--- src/rtl/mem_access_if.sv ---
`default_nettype none
// ============================================================================
// mem_access_if : data-memory request/acknowledge bus of the MEM stage
// Rev 1.0
// ============================================================================
interface mem_access_if;
  logic        data_req_o;
  logic        data_we_o;
  logic [31:0] data_addr_o;
  logic [3:0]  data_be_o;
  logic [31:0] data_wdata_o;
  logic        data_ack_i;
  logic [31:0] data_rdata_i;

  modport master (
    output data_req_o, data_we_o, data_addr_o, data_be_o, data_wdata_o,
    input  data_ack_i, data_rdata_i
  );

  modport slave (
    input  data_req_o, data_we_o, data_addr_o, data_be_o, data_wdata_o,
    output data_ack_i, data_rdata_i
  );
endinterface
`default_nettype wire

--- src/rtl/mem_access.sv ---
`default_nettype none
// ============================================================================
// mem_access : MEM stage, passes ALU results and runs byte/half/word bus accesses
// Optional macro MEM_ALIGN_CHECK_EN rejects misaligned LH/SH/LW/SW without a bus cycle.
// Rev 1.0
// ============================================================================
module mem_access #(
  parameter int ACK_TIMEOUT = 16,
  parameter int CNT_W       = 5
) (
  input  logic         clk,
  input  logic         rst,
  input  logic [7:0]   aluop_i,
  input  logic [31:0]  mem_addr_i,
  input  logic [31:0]  reg2_i,
  input  logic [4:0]   wd_i,
  input  logic         wreg_i,
  input  logic [31:0]  wdata_i,
  output logic [4:0]   wd_o,
  output logic         wreg_o,
  output logic [31:0]  wdata_o,
  output logic         stallreq,
  mem_access_if.master bus,
  output logic         bus_err_o
);

  localparam logic [7:0] OP_LB = 8'hE0;
  localparam logic [7:0] OP_LH = 8'hE1;
  localparam logic [7:0] OP_LW = 8'hE3;
  localparam logic [7:0] OP_SB = 8'hE8;
  localparam logic [7:0] OP_SH = 8'hE9;
  localparam logic [7:0] OP_SW = 8'hEB;
  localparam logic [CNT_W-1:0] TIMEOUT_LAST = CNT_W'(ACK_TIMEOUT - 1);

  typedef enum logic [1:0] {
    S_IDLE = 2'd0,
    S_BUSY = 2'd1,
    S_DONE = 2'd2
  } state_t;

  state_t           state, state_nxt;
  logic [CNT_W-1:0] cnt;
  logic [31:0]      load_data;
  logic [31:0]      ext_data;
  logic [31:0]      store_data;
  logic [3:0]       be_nxt;
  logic [1:0]       lane;
  logic [7:0]       rbyte;
  logic [15:0]      rhalf;
  logic             err;
  logic             issue;
  logic             misaligned;
  logic             is_lb, is_lh, is_lw, is_sb, is_sh, is_sw;
  logic             is_load, is_store, is_mem;

  assign is_lb    = (aluop_i == OP_LB);
  assign is_lh    = (aluop_i == OP_LH);
  assign is_lw    = (aluop_i == OP_LW);
  assign is_sb    = (aluop_i == OP_SB);
  assign is_sh    = (aluop_i == OP_SH);
  assign is_sw    = (aluop_i == OP_SW);
  assign is_load  = is_lb | is_lh | is_lw;
  assign is_store = is_sb | is_sh | is_sw;
  assign is_mem   = is_load | is_store;

`ifdef MEM_ALIGN_CHECK_EN
  assign misaligned = ((is_lh | is_sh) & mem_addr_i[0]) |
                      ((is_lw | is_sw) & (mem_addr_i[1:0] != 2'b00));
`else
  assign misaligned = 1'b0;
`endif

  // Little-endian lane selection and store-data replication
  always_comb begin
    be_nxt     = 4'b1111;
    store_data = reg2_i;
    if (is_lb | is_sb) begin
      be_nxt     = 4'b0001 << mem_addr_i[1:0];
      store_data = {4{reg2_i[7:0]}};
    end else if (is_lh | is_sh) begin
      be_nxt     = mem_addr_i[1] ? 4'b1100 : 4'b0011;
      store_data = {2{reg2_i[15:0]}};
    end
  end

  always_comb begin
    case (lane)
      2'd0:    rbyte = bus.data_rdata_i[7:0];
      2'd1:    rbyte = bus.data_rdata_i[15:8];
      2'd2:    rbyte = bus.data_rdata_i[23:16];
      default: rbyte = bus.data_rdata_i[31:24];
    endcase
    rhalf    = lane[1] ? bus.data_rdata_i[31:16] : bus.data_rdata_i[15:0];
    ext_data = bus.data_rdata_i;
    if (is_lb)
      ext_data = {{24{rbyte[7]}}, rbyte};
    else if (is_lh)
      ext_data = {{16{rhalf[15]}}, rhalf};
  end

  assign bus.data_req_o = (state == S_BUSY);

  always_ff @(posedge clk or negedge rst) begin
    if (!rst)
      state <= S_IDLE;
    else
      state <= state_nxt;
  end

  always_comb begin
    state_nxt = state;
    stallreq  = 1'b0;
    wd_o      = wd_i;
    wreg_o    = 1'b0;
    wdata_o   = 32'h0;
    bus_err_o = 1'b0;
    issue     = 1'b0;
    case (state)
      S_IDLE: begin
        if (is_mem) begin
          stallreq = 1'b1;
          if (misaligned) begin
            bus_err_o = 1'b1;
            state_nxt = S_DONE;
          end else begin
            issue     = 1'b1;
            state_nxt = S_BUSY;
          end
        end else begin
          wreg_o  = wreg_i;
          wdata_o = wdata_i;
        end
      end
      S_BUSY: begin
        stallreq = 1'b1;
        // An ack coinciding with the last allowed cycle wins over the timeout
        if (bus.data_ack_i) begin
          state_nxt = S_DONE;
        end else if (cnt == TIMEOUT_LAST) begin
          bus_err_o = 1'b1;
          state_nxt = S_DONE;
        end
      end
      S_DONE: begin
        wreg_o    = (is_load && !err) ? wreg_i : 1'b0;
        wdata_o   = is_load ? load_data : 32'h0;
        state_nxt = S_IDLE;
      end
      default: state_nxt = S_IDLE;
    endcase
    if (!rst) begin
      wd_o      = 5'd0;
      wreg_o    = 1'b0;
      wdata_o   = 32'h0;
      stallreq  = 1'b0;
      bus_err_o = 1'b0;
    end
  end

  always_ff @(posedge clk or negedge rst) begin
    if (!rst) begin
      cnt              <= '0;
      load_data        <= 32'h0;
      err              <= 1'b0;
      lane             <= 2'd0;
      bus.data_we_o    <= 1'b0;
      bus.data_addr_o  <= 32'h0;
      bus.data_be_o    <= 4'h0;
      bus.data_wdata_o <= 32'h0;
    end else begin
      cnt <= (state == S_BUSY) ? cnt + 1'b1 : '0;
      if (state != S_DONE)
        err <= bus_err_o;
      // Cleared on every IDLE cycle so an aborted load returns zero
      if (state == S_IDLE)
        load_data <= 32'h0;
      else if (state == S_BUSY && bus.data_ack_i)
        load_data <= ext_data;
      if (issue) begin
        lane             <= mem_addr_i[1:0];
        bus.data_we_o    <= is_store;
        bus.data_addr_o  <= {mem_addr_i[31:2], 2'b00};
        bus.data_be_o    <= be_nxt;
        bus.data_wdata_o <= store_data;
      end
    end
  end

endmodule
`default_nettype wire

--- src/flat_wrapper.sv ---
// flat-port wrapper written by rule: the top's interface ports become plain ports
module mem_access_flat 
#(
  parameter int ACK_TIMEOUT = 16,
  parameter int CNT_W       = 5
)
  (clk, rst, aluop_i, mem_addr_i, reg2_i, wd_i, wreg_i, wdata_i, wd_o, wreg_o, wdata_o, stallreq, bus_err_o, bus_data_req_o, bus_data_we_o, bus_data_addr_o, bus_data_be_o, bus_data_wdata_o, bus_data_ack_i, bus_data_rdata_i);
  mem_access_if bus_i ();
  input  logic clk;
  input  logic rst;
  input  logic [7:0] aluop_i;
  input  logic [31:0] mem_addr_i;
  input  logic [31:0] reg2_i;
  input  logic [4:0] wd_i;
  input  logic wreg_i;
  input  logic [31:0] wdata_i;
  output logic [4:0] wd_o;
  output logic wreg_o;
  output logic [31:0] wdata_o;
  output logic stallreq;
  output logic bus_err_o;
  output wire logic [$bits(bus_i.data_req_o)-1:0] bus_data_req_o;
  output wire logic [$bits(bus_i.data_we_o)-1:0] bus_data_we_o;
  output wire logic [$bits(bus_i.data_addr_o)-1:0] bus_data_addr_o;
  output wire logic [$bits(bus_i.data_be_o)-1:0] bus_data_be_o;
  output wire logic [$bits(bus_i.data_wdata_o)-1:0] bus_data_wdata_o;
  input wire logic [$bits(bus_i.data_ack_i)-1:0] bus_data_ack_i;
  input wire logic [$bits(bus_i.data_rdata_i)-1:0] bus_data_rdata_i;
  assign bus_data_req_o = bus_i.data_req_o;
  assign bus_data_we_o = bus_i.data_we_o;
  assign bus_data_addr_o = bus_i.data_addr_o;
  assign bus_data_be_o = bus_i.data_be_o;
  assign bus_data_wdata_o = bus_i.data_wdata_o;
  assign bus_i.data_ack_i = bus_data_ack_i;
  assign bus_i.data_rdata_i = bus_data_rdata_i;
  mem_access #(.ACK_TIMEOUT(ACK_TIMEOUT), .CNT_W(CNT_W)) u_core (.clk(clk), .rst(rst), .aluop_i(aluop_i), .mem_addr_i(mem_addr_i), .reg2_i(reg2_i), .wd_i(wd_i), .wreg_i(wreg_i), .wdata_i(wdata_i), .wd_o(wd_o), .wreg_o(wreg_o), .wdata_o(wdata_o), .stallreq(stallreq), .bus(bus_i), .bus_err_o(bus_err_o));
endmodule
--- config.mk ---
export PLATFORM = sky130hd
export DESIGN_NAME = mem_access_flat
export DESIGN_NICKNAME = d
export VERILOG_FILES = /design/src/rtl/mem_access_if.sv /design/src/rtl/mem_access.sv /design/src/flat_wrapper.sv
export SDC_FILE = /design/constraint.sdc
export NUM_CORES = 1
export LEC_CHECK = 0
export CORE_MARGIN = 3
export CORE_UTILIZATION = 45
export CTS_CLUSTER_DIAMETER = 150
export CTS_CLUSTER_SIZE = 25
export DETAILED_ROUTE_END_ITERATION = 10
export DONT_BUFFER_PORTS = 1
export PLACE_DENSITY = 0.67
export SLEW_MARGIN = 10
export SYNTH_ARGS = -nofsm -noshare
export SYNTH_HDL_FRONTEND = slang
export SYNTH_SLANG_ARGS = --single-unit
--- constraint.sdc ---
create_clock -name clk -period 2.4 [get_ports clk]
set_input_delay 0.48 -clock clk [delete_from_list [all_inputs] [get_ports clk]]
set_output_delay 0.48 -clock clk [all_outputs]
set_load 0.03 [all_outputs]
After elaboration in Yosys (flattened, before gate mapping):

Index checks and enable logic that the tools add are counted.
W data, S select, Z words.

* word-level logic and storage cells: 72
* bits in registers: 109

* reductions and logical operators: 7
* bitwise operators: 7
* shifts and indexed selects: 1
* equality and inequality tests: 14
* muxes and demuxes: 33
* add/subtract/negate cells: 1

Operators with widths (number)
* $mux W32: 9
* $pmux W32 S2: 1
* $eq A8 B8 Y1 const B: 6
* $pmux W8 S3: 1
* $mux W16: 1
* $mux W4: 3
* $mux W1: 10
* $mux W5: 2
* $or A1 B1 Y1: 7
* $mux W2: 3
* $add A5 B1 Y5 const B: 1
* $eq A5 B4 Y1 const B: 1
* $eq A2 B1 Y1 const B: 2
* $eq A2 B2 Y1 const B: 2
* $logic_not A2 Y1: 2
* $pmux W1 S2: 2
* $pmux W2 S2: 1
* $shl A1 B2 Y4 const A: 1
* $ne A3 B1 Y1 const B: 1
* $logic_and A1 B1 Y1: 2
* $ne A2 B1 Y1 const B: 1
* $ne A2 B2 Y1 const B: 1
* $reduce_and A2 Y1: 1
* $reduce_bool A2 Y1: 1
* $logic_not A1 Y1: 1

Logic depth before layout (Yosys ltp):

* depth in word-level cells: 7
* gate-level depth with buffers: 8

Worst setup path before layout:

Ideal clock, no wire load.

* path type: input to output
* start: input aluop_i[3]
* end: output wreg_o
* data arrival time: 2.137 ns
* stages on the path: 4
* data required time: 1.920 ns
* slack: -0.217 ns
* buffers on the path: 0
* cells stage by stage: or3b_2 > nor4_2 > a21oi_1 > nor3b_1

* cells in the longest elaborated chain, start to end: 7
* elaborated cells on any way between the ends: 16
* classes of those cells: eq/ne (6); mux (4); bitwise (5); reduce/logical (1)

RTL lines
* start: declaration: line flat_wrapper.sv:11 `input logic [7:0] aluop_i;`
* $eq A8 B8 Y1, on equally long branches
* $or A1 B1 Y1, on equally long branches (2 in a row): line mem_access.sv:62, mem_access.sv:63
* $or A1 B1 Y1 or $logic_and A1 B1 Y1 (tied branches): line mem_access.sv:64, mem_access.sv:145
* $mux W1, on equally long branches: line mem_access.sv:120, mem_access.sv:145
* $pmux W1 S2 *: line mem_access.sv:118 `case (state)`
* $mux W1 *: line mem_access.sv:151 `if (!rst) begin`
* end: declaration: line flat_wrapper.sv:18 `output logic wreg_o;`

Mark *: on every way between the ends. The rest lies on a longest branch, timed or not.

Final worst setup path:

* start: register u_core.state[0]
* end: output wdata_o[10]

* cells in the longest elaborated chain, start to end: 3
* elaborated cells on any way between the ends: 4
* classes of those cells: eq/ne (1); mux (2); reduce/logical (1)

RTL lines
* start: declaration: line mem_access.sv:41 `state_t state, state_nxt;`
* start signal: assignment: line mem_access.sv:107 `state <= state_nxt;`
* $eq A2 B2 Y1 or $logic_not A2 Y1 (tied branches): line mem_access.sv:118
* $pmux W32 S2 *: line mem_access.sv:118
* $mux W32 *: line mem_access.sv:151
* end: declaration: line flat_wrapper.sv:19 `output logic [31:0] wdata_o;`

Marks and branches as above.

==> impl_metrics.ini <==
[critical_path]
path_class = register to primary output
end_kind = primary output
crit_end = wdata_o[10]
rr_endpoint = u_core.bus.data_addr_o[13]
cp.required_ns = 1.92
cp.arrival_ns = 2.03
startpoint = u_core.state[0]
cp_max_fo = 8
r2r_setup_slack_ns = 0.26
cp-start-kind = register
regToRegStartpoint = u_core.state[0]
reg2regPathDepth = 5

[synth]
ys_types = 50
ys_seq_area_frac = 0.4696
synth_cells = 547
netlist_area_sq_mm = 0.005808
synth-main-ff-cell = dfrtp_1
synth-async-reset-ratio = 1.000
synth_warnings = 0
synth_edf_count = 0
yosys_register_bits = 109
syn_area_per_cell_sq_um = 10.62

[routing]
routed_wl_microns = 16200
dr.pass1.iters = 5
antenna_left = 0
drcViolationCount = 0
wl_per_cell_microns = 21.54
via_count = 4494
drt_iter0_markers = 304
via_per_inst = 5.976

[power]
pwr-share-clk = 0.290
p_sw_frac = 0.3562
p_switching_mw = 1.923
p_comb_frac = 0.170
total_leakage_power_nw = 3.202
p_int_mw = 3.476
pwr-share-seq = 0.539
ir_drop_mv = 0.4747
powerDensity_mw_per_mm2 = 770.2

[global_routing]
grt_pass1_wl_microns = 25320
overflow = 0
grt_pass1_vias = 4688
grt_max_degree = 118
grt_usage = 0.2200
antenna_found_initial = 0

[place]
gp_congestion = 0.8708
hpwl_microns = 11390
portBuffers = 0
place_ws_ns = 0.05815

[cells_and_area]
fin_nets = 726
area_delta_synth_final_pct = 20.68
drive_above_1_share = 0.3305
final_common_cell = dfrtp_1
layout_common_cells = dfrtp_1 (109), nand2_1 (50), mux2_4 (41)
diodes = 0

[clock_tree]
clock-root-buffer = clkbuf_16
clk_pin_slew_ns = 0.08
h-tree-depth = 3
cts_tree = done
cts_buffers = 9
clk_latency_ns = 0.34
clock-sinks = 109
clk_path_buf_depth = 2

[die]
dieHeight_microns = 119.6
fp-row-count = 40
die_x_microns = 119.6
core_area_sq_mm = 0.01231
ios = 255
initial_core_util = 0.4717
die_area_sq_mm = 0.01431

[flow_run]
cap_violations = 0

[sta]
slew_violations = 0
fin_setup_tns_ns = -2.081
rsz0062_at_grt = true
hold_viol = 109
fin_worst_skew_ns = 0.009372
hold_ws_ns = -0.1710
slew_headroom = 0.6519
worst_pin_slew_ns = 0.5222
finalSetupViolCount = 31
period_needed_ns = 2.513
setup_ws_ns = -0.1132
min_period_over_period = 1.047
fmax_mhz = 397.9

[run_status]
violations = hold timing, setup timing
outcome = finished with violations

[worst_hold_path]
worst_hold_path_type = input port to async pin
[cells by family (layout without fill, tap and decap cells)]
logic type | Yosys count | in the layout | synth area share
and+or+nand+nor | 179 | 179 | 0.1456
other | 1 | 2 | 0.0006457
xor gates and xnor gates | 2 | 2 | 0.003016
buffers and inverters | 48 | 84 | 0.04287
AOI/OAI and AO/OA | 124 | 124 | 0.1362
muxes | 82 | 82 | 0.1978
DFF | 109 | 109 | 0.4696
adders and majority gates | 2 | 2 | 0.004308
[worst min path at each step]
stage	to	depth (start not counted)	start	slack [ns]
2_1_floorplan	u_core.bus.data_addr_o[10]	0	rst	0.18
3_3_place_gp	u_core.cnt[4]	0	rst	0.19
3_5_place_dp	u_core.cnt[4]	0	rst	0.19
4_1_cts	u_core.bus.data_wdata_o[4]	0	rst	-0.19
5_1_grt	u_core.cnt[4]	0	rst	-0.19
6_report	u_core.load_data[4]	0	rst	-0.17
[metal layers]
layer / vias to the layer above / track usage / part of all wire
met5: - / 0 / 0
met2: 288 / 0.3711 / 0.48
li1: 2021 / - / -
met3: 30 / 0.09237 / 0.12
met4: 0 / 0.07301 / 0.027
met1: 2155 / 0.2532 / 0.37
[Yosys cell counts (2+ instances only)]
library cell / number / area (sq um)
dfrtp_1: 109 / 2728
nor2_1: 69 / 259.0
nand2_1: 51 / 191.4
mux2_4: 41 / 615.6
o21ai_0: 33 / 165.2
a22oi_1: 32 / 240.2
mux2i_1: 24 / 240.2
clkbuf_1: 22 / 82.58
o21ai_1: 20 / 100.1
a21oi_1: 17 / 85.08
nor4_1: 14 / 87.58
buf_2: 9 / 45.04
mux4_2: 9 / 202.7
nand2b_1: 9 / 56.30
nand3_1: 9 / 45.04
a32o_1: 8 / 80.08
mux2_2: 8 / 90.09
a211oi_1: 7 / 52.55
and2_1: 6 / 37.54
buf_6: 6 / 67.56
inv_1: 5 / 18.77
buf_4: 3 / 22.52
or3_1: 3 / 18.77
a31oi_1: 2 / 12.51
and3_1: 2 / 12.51
ha_1: 2 / 25.02
nor2b_1: 2 / 12.51
nor3b_1: 2 / 15.01
or2_1: 2 / 12.51
[power groups by stage]
| stage | logic, mW | registers [mW] | clock network (mW) |
|---|---|---|---|
| detailed placement | 0.873 | 2.94 | 0 |
| global placement | 0.835 | 2.95 | 0 |
| CTS | 0.897 | 2.92 | 1.61 |
| finish | 0.920 | 2.91 | 1.57 |
| global route | 0.995 | 2.95 | 1.68 |
| floorplan | 0.736 | 2.85 | 0 |
[final cells by class]
class | count | area (sq um)
repair buffers | 62 | 719.4
multi-input cells | 391 | 3013
clock buffers | 9 | 225.2
flip-flops and latches | 109 | 2728
inverters | 6 | 22.52
clock inverters | 7 | 91.34
well taps | 168 | 210.2
fillers | 1048 | 5303
[per-stage QoR]
| stage | std cells | hold WS (ns) | cell area [sq um] | total power, mW | utilization |
|---|---|---|---|---|---|
| floorplan | 548 | 0.1844 | 5893 | 3.582 | - |
| global placement | 727 | 0.1890 | 6349 | 3.785 | 0.5157 |
| detailed placement | 727 | 0.1894 | 6349 | 3.816 | 0.5157 |
| CTS | 749 | -0.1878 | 6907 | 5.423 | 0.5610 |
| global route | 752 | -0.1914 | 7009 | 5.629 | 0.5693 |
| finish | 752 | -0.1710 | 7009 | 5.399 | 0.5693 |
[state kept, by name, indices dropped and copies added (netlist names)]
| register | cells |
|---|---|
| u_core.bus.data_wdata_o | 32 |
| u_core.load_data | 32 |
| u_core.bus.data_addr_o | 30 |
| u_core.cnt | 5 |
| u_core.bus.data_be_o | 4 |
| u_core.lane | 2 |
| u_core.state | 2 |
| u_core.bus.data_we_o | 1 |
| u_core.err | 1 |
[worst max-delay path, stage by stage, from the launching register on]
cell     delay (ns)
dfrtp_1        0.39
buf_4          0.15
or2_4          0.27
a31oi_4        0.23
buf_12         0.15
buf_12         0.13
a22oi_1        0.10
nor2_2         0.13
buf_6          0.14
[what timing repair did]
item / 4_1_cts / 5_1_grt
gates cloned: 2 / 2
endpoints found under the hold margin: 109 / 109
setup endpoints to repair: 33 / 34
resized for setup: 36 / 14
pin swaps: 1 / 9
buffers inserted: 4 / 2
No activity file was read; power rests on OpenSTA's default activity.
